`config.mk`:
```
export PLATFORM = sky130hd
export DESIGN_NAME = atmega_eep_loader
export DESIGN_NICKNAME = d
export VERILOG_FILES = /design/src/rtl/atmega_eep_loader.sv
export SDC_FILE = /design/constraint.sdc
export NUM_CORES = 1
export LEC_CHECK = 0
export ABC_AREA = 1
export ABC_CLOCK_PERIOD_IN_PS = 1900
export CAP_MARGIN = 40
export CORE_ASPECT_RATIO = 1.5
export CORE_UTILIZATION = 40
export DETAILED_ROUTE_END_ITERATION = 12
export PLACE_DENSITY = 0.76
export REMOVE_ABC_BUFFERS = 1
export SLEW_MARGIN = 0
export SYNTH_ARGS = -nofsm -noshare
export SYNTH_HDL_FRONTEND = slang
export SYNTH_SLANG_ARGS = --single-unit
```
`constraint.sdc`:
```
create_clock -name clk -period 1.9 [get_ports clk]
set_clock_uncertainty 0.05 [all_clocks]
set_input_delay 0.38 -clock clk [delete_from_list [all_inputs] [get_ports clk]]
set_output_delay 0.38 -clock clk [all_outputs]
set_load 0.03 [all_outputs]
```
`src/rtl/atmega_eep_loader.sv`:
```
// ============================================================================
// atmega_eep_loader
// ----------------------------------------------------------------------------
// Bulk-transfer engine placed in front of the EEPROM external load/read port.
// A load copies EEP_SIZE bytes from an upstream byte stream into EEPROM
// addresses 0..EEP_SIZE-1. A dump reads every address in order and presents
// the bytes on a downstream byte stream. The engine owns the EEPROM external
// port for the whole transfer, so eep_en stays high from the first cycle of
// an operation to its last, stall cycles included.
//
// Parameters:
//   EEP_SIZE  - bytes moved per operation (2..65536)
//   AUTO_LOAD - nonzero: a load starts on the first edge after reset is released
//
// Ports:
//   clk, rst              - clock and synchronous active-high reset
//   load_start            - one-cycle pulse, start a load (wins over dump_start)
//   dump_start            - one-cycle pulse, start a dump
//   abort                 - cancel the running operation, no done pulse
//   s_data/s_valid/s_ready - upstream byte stream (load source)
//   m_data/m_valid/m_ready - downstream byte stream (dump sink)
//   eep_addr/eep_wdata    - EEPROM external address and write data
//   eep_wr/eep_rd/eep_en  - EEPROM external write strobe, read enable, port enable
//   eep_rdata             - EEPROM external read data (one-cycle read latency)
//   busy                  - an operation is in progress
//   done                  - one-cycle pulse when an operation completes
//   count                 - bytes completed in the current or last operation
// ============================================================================
module atmega_eep_loader #(
   parameter int EEP_SIZE  = 512,
   parameter int AUTO_LOAD = 0
) (
   input  logic        clk,
   input  logic        rst,
   input  logic        load_start,
   input  logic        dump_start,
   input  logic        abort,
   input  logic [7:0]  s_data,
   input  logic        s_valid,
   output logic        s_ready,
   output logic [7:0]  m_data,
   output logic        m_valid,
   input  logic        m_ready,
   output logic [16:0] eep_addr,
   output logic [7:0]  eep_wdata,
   output logic        eep_wr,
   output logic        eep_rd,
   output logic        eep_en,
   input  logic [7:0]  eep_rdata,
   output logic        busy,
   output logic        done,
   output logic [16:0] count
);

   localparam logic [16:0] LAST_COUNT = 17'(EEP_SIZE);

   typedef enum logic [2:0] {
      IDLE,
      LOAD,
      LOAD_WR,
      RD_ADDR,
      RD_WAIT,
      RD_OUT
   } state_t;

   state_t      state;
   state_t      state_nxt;
   logic [16:0] count_nxt;
   logic [16:0] count_inc;
   logic        done_nxt;
   logic        latch_byte;
   logic        auto_pend;

   assign count_inc = count + 17'd1;

   // The stream handshake signals are the only outputs decoded straight from
   // the state; everything else on the port comes out of a flop.
   assign s_ready  = (state == LOAD);
   assign m_valid  = (state == RD_OUT);

   // count is already a register and always holds the address of the byte in
   // flight, so the EEPROM address is simply its zero-extended value.
   assign eep_addr = count;

   // Next-state decision. Abort takes priority over any handshake in the same
   // cycle so that a cancelled transfer never consumes or emits one more byte.
   // A write already sitting in LOAD_WR is on the port this very cycle, so it
   // still counts as completed when abort arrives alongside it.
   always_comb begin
      state_nxt  = state;
      count_nxt  = count;
      done_nxt   = 1'b0;
      latch_byte = 1'b0;
      case (state)
         IDLE: begin
            if (load_start || auto_pend) begin
               state_nxt = LOAD;
               count_nxt = '0;
            end else if (dump_start) begin
               state_nxt = RD_ADDR;
               count_nxt = '0;
            end
         end
         LOAD: begin
            if (abort) begin
               state_nxt = IDLE;
            end else if (s_valid) begin
               latch_byte = 1'b1;
               state_nxt  = LOAD_WR;
            end
         end
         LOAD_WR: begin
            count_nxt = count_inc;
            if (abort) begin
               state_nxt = IDLE;
            end else if (count_inc == LAST_COUNT) begin
               state_nxt = IDLE;
               done_nxt  = 1'b1;
            end else begin
               state_nxt = LOAD;
            end
         end
         RD_ADDR: begin
            state_nxt = abort ? IDLE : RD_WAIT;
         end
         RD_WAIT: begin
            state_nxt = abort ? IDLE : RD_OUT;
         end
         RD_OUT: begin
            if (abort) begin
               state_nxt = IDLE;
            end else if (m_ready) begin
               count_nxt = count_inc;
               if (count_inc == LAST_COUNT) begin
                  state_nxt = IDLE;
                  done_nxt  = 1'b1;
               end else begin
                  state_nxt = RD_ADDR;
               end
            end
         end
         default: begin
            state_nxt = IDLE;
         end
      endcase
   end

   // State register plus every registered output. The port strobes are
   // computed from the state being entered, so each strobe lines up exactly
   // with the cycle spent in the state that owns it. auto_pend is armed by
   // reset and consumed on the first free-running edge, which turns the
   // AUTO_LOAD option into a one-shot load request.
   always_ff @(posedge clk) begin
      if (rst) begin
         state     <= IDLE;
         count     <= '0;
         done      <= 1'b0;
         busy      <= 1'b0;
         eep_en    <= 1'b0;
         eep_wr    <= 1'b0;
         eep_rd    <= 1'b0;
         eep_wdata <= '0;
         m_data    <= '0;
         auto_pend <= (AUTO_LOAD != 0);
      end else begin
         state     <= state_nxt;
         count     <= count_nxt;
         done      <= done_nxt;
         busy      <= (state_nxt != IDLE);
         eep_en    <= (state_nxt != IDLE);
         eep_wr    <= (state_nxt == LOAD_WR);
         eep_rd    <= (state_nxt == RD_ADDR) || (state_nxt == RD_WAIT);
         auto_pend <= 1'b0;
         if (latch_byte) begin
            eep_wdata <= s_data;
         end
         if (state == RD_WAIT) begin
            m_data <= eep_rdata;
         end
      end
   end

endmodule

```
==> qor.yml <==
clock_tree:
  cts_tree: "yes"
  hold_buffers: 0
  max-clock-path-buffers: 2
  clkSlewWorstSetupHoldPaths_ns: 0.08
  clock_sinks: 40
  worst_skew_pair.late_latency_ns: 0.29
  cts_root_buffer: "clkbuf_8"
  numCtsBuffers: 5
  htreeDepth: 2
synthesis:
  synth_seq_cells: 40
  avgSynthCellArea_um2: 6.579
  yosysSeqAreaShare_pct: 36.55
  yosysWarnings: 0
  syn_inst: 333
  synth.top_cell.area_share_pct: 36.55
  yosys.area.top_type: "dfxtp_1"
  syn-cell-area_um2: 2191
  synth_area_leaders: "dfxtp_1 37%, nand2_1 15%, nor2_1 10%"
  ys_types: 29
floorplanning:
  die_area_um2: 5783
  io_pins: 80
  core_um2: 5205
  rows: 32
  initial_utilization_pct: 42.09
  die_h_um: 92.64
  die_width_um: 62.43
worst_setup_path:
  arrival_ns: 2.10
  path_class: "flop to flop"
  cp_top_family: "simple AND/OR/NAND/NOR gates"
  max_stage_delay_ns: 0.37
  cp_max_fo: 4
  end_kind: "flop"
  cpMostUsedCell: "nand2_1"
  required_ns: 2.04
  crit_slowest_cell: "dfxtp_4"
  crit_chain: "ha_4, buf_4, nand2_2, nand3_2, nor2_2, nand2_1, nor2_2, nand3_2, nor2_4, nor2_2, nor2_1, nand2_1, nand2_1, nand2_1, nand2_1, nand2_1"
  crit_path_start_kind: "flop"
  cp_num_buf_inv: 1
global_route:
  grt_max_degree: 21
  grt_pass1_vias: 2392
  grt_first_pass_wirelength_mm: 9.922
  antenna_found_initial: 0
  grt_usage_pct: 21.29
  grt.overflow.total: 0
final_layout:
  final_nets: 462
  multi_input_area_um2: 1225
  seq_area_um2: 818.3
  num_antenna_cells: 0
  drive_above_1_share_pct: 22.20
  fill_cells: 458
  final_util_pct: 66.83
  area_growth_pct: 58.77
timing:
  tightest_slew_ns: 0.4566
  period_minus_slack_ns: 1.967
  min_period_over_period_pct: 103.5
  timing_hold_violations_final: 0
  maxSlewViolCount: 0
  relSlewSlack_pct: 69.53
  rsz0062_at_grt: "true"
  fmaxAchievable_mhz: 508.4
  finalSetupViolations: 3
  layout_setup_ws_ns: -0.06687
pwr:
  peakVddDrop_mv: 0.3903
  powerDensity_nw_per_um2: 574.8
  leakagePower_nw: 1.650
routing:
  wire_per_inst_um: 12.09
  drt_iter0_drc: 120
  drtPass1Iterations: 4
  wl_mm: 6.107
  drc_errors: 0
  ant_nets: 0
  num_vias: 2504
  viasPerCell: 4.958
placed_design:
  hpwlAfterDp_mm: 4.540
  io_buffers: 79
  place_congestion: 0.8729
  dp_worst_setup_slack_ns: -0.1214
outcome:
  status: "finished with violations"
  violations: "setup timing"
run:
  drv_cap: 0
hold_path:
  hp-class: "flop to flop"
-- where the power goes --
group          internal [W]  switching, W
clock network      0.000517      0.000300
registers          0.000856     0.0000145
logic              0.000140      0.000171
total               0.00151      0.000486
-- per-layer routing --
layer  up-vias  part of all wire [%]  GRT usage (%)
met2        93                    54          41.49
met3        13                   6.8          5.296
met4         0                   1.9          9.302
met1      1146                    37          20.59
li1       1252                     -              -
met5         -                     0              0
-- state kept, by name, indices dropped and copies added, names as in the netlist --
| name | flops |
|---|---|
| eep_rd | 1 |
| state | 3 |
| eep_wdata | 8 |
| eep_wr | 1 |
| done | 1 |
| busy | 1 |
| m_data | 8 |
| count | 17 |
-- through the flow --
| step | std cells | power [W] | setup TNS [ns] | hold WS (ns) | instance area (µm²) |
|---|---|---|---|---|---|
| floorplan | 308 | 0.001032 | -2.686 | 0.3991 | 2026 |
| global placement | 493 | 0.001201 | -0.1538 | 0.4119 | 3187 |
| detailed placement | 493 | 0.001203 | -0.3125 | 0.4264 | 3187 |
| CTS | 503 | 0.002018 | 0 | 0.4468 | 3372 |
| global route | 505 | 0.002062 | -0.9088 | 0.4695 | 3478 |
| finish | 505 | 0.001999 | -0.1503 | 0.4412 | 3478 |
-- cell usage after synthesis, drive strengths merged --
master   instances
nor3             1
clkinv           1
o21bai           3
buf             20
clkbuf           5
nand4            7
dfxtp           40
inv             27
nor2            68
nand3           20
o31ai            1
o2111a           1
o21ai           23
a21oi           20
ha               2
o2111ai          1
or2              1
nand3b           1
nand2           91
-- path summary, 6_finish.rpt --
check	start	end	depth (start not counted)	slack [ns]
hold / removal	eep_wdata[7]	eep_wdata[7]	2	0.44
hold reg to reg	eep_wdata[7]	eep_wdata[7]	2	0.44
setup reg to reg	count[1]	busy	16	-0.07
setup / recovery	count[1]	busy	16	-0.07
-- cell type report --
class                      instances  share of cell area, %
timing repair buffer             122                  32.01
multi-input combinational        240                  35.22
tap                               68                  2.446
clock buffer                       5                  1.978
inverter                          28                  3.094
sequential                        40                  23.53
clock inverter                     2                  1.727
-- kinds of logic (layout without fill, tap and decap cells) --
family	count (synthesis)	count (layout)	synth area share [%]
AOI/OAI and AO/OA	49	49	12.45
adders and majority gates	2	2	1.142
and+or+nand+nor	189	189	37.52
buffers and inverters	53	157	12.34
DFF	40	40	36.55
-- what timing repair did --
item / CTS / global route
setup endpoints to repair: 27 / 27
buffers inserted: 3 / 2
endpoints found under the hold margin: 0 / 0
resized for setup: 38 / 33
pin swaps: 7 / 17
-- worst reg2reg max path, delay by kind of cell (launching register included) --
| family | cells | cell delay [ns] |
|---|---|---|
| simple gates | 14 | 1.12 |
| flops | 1 | 0.37 |
| fa+ha+maj | 1 | 0.17 |
| buf+inv | 1 | 0.14 |
-- placed cells by master, fill, tap and decap left out, types with 4 or more instances in the layout --
cell type        count
nor2_2               6
nand4_1              7
nand3_2              7
nand2_1             80
a21oi_1             20
clkbuf_8             5
nor2_4               8
dfxtp_1             34
nand3_1             12
nor2_1              54
buf_4               43
o21ai_0             21
inv_1               24
clkdlybuf4s50_1     49
nand2_2             10
dlygate4sd2_1       18
dfxtp_4              4
dlymetal6s2s_1      11
(Power assumes the default switching activity.)
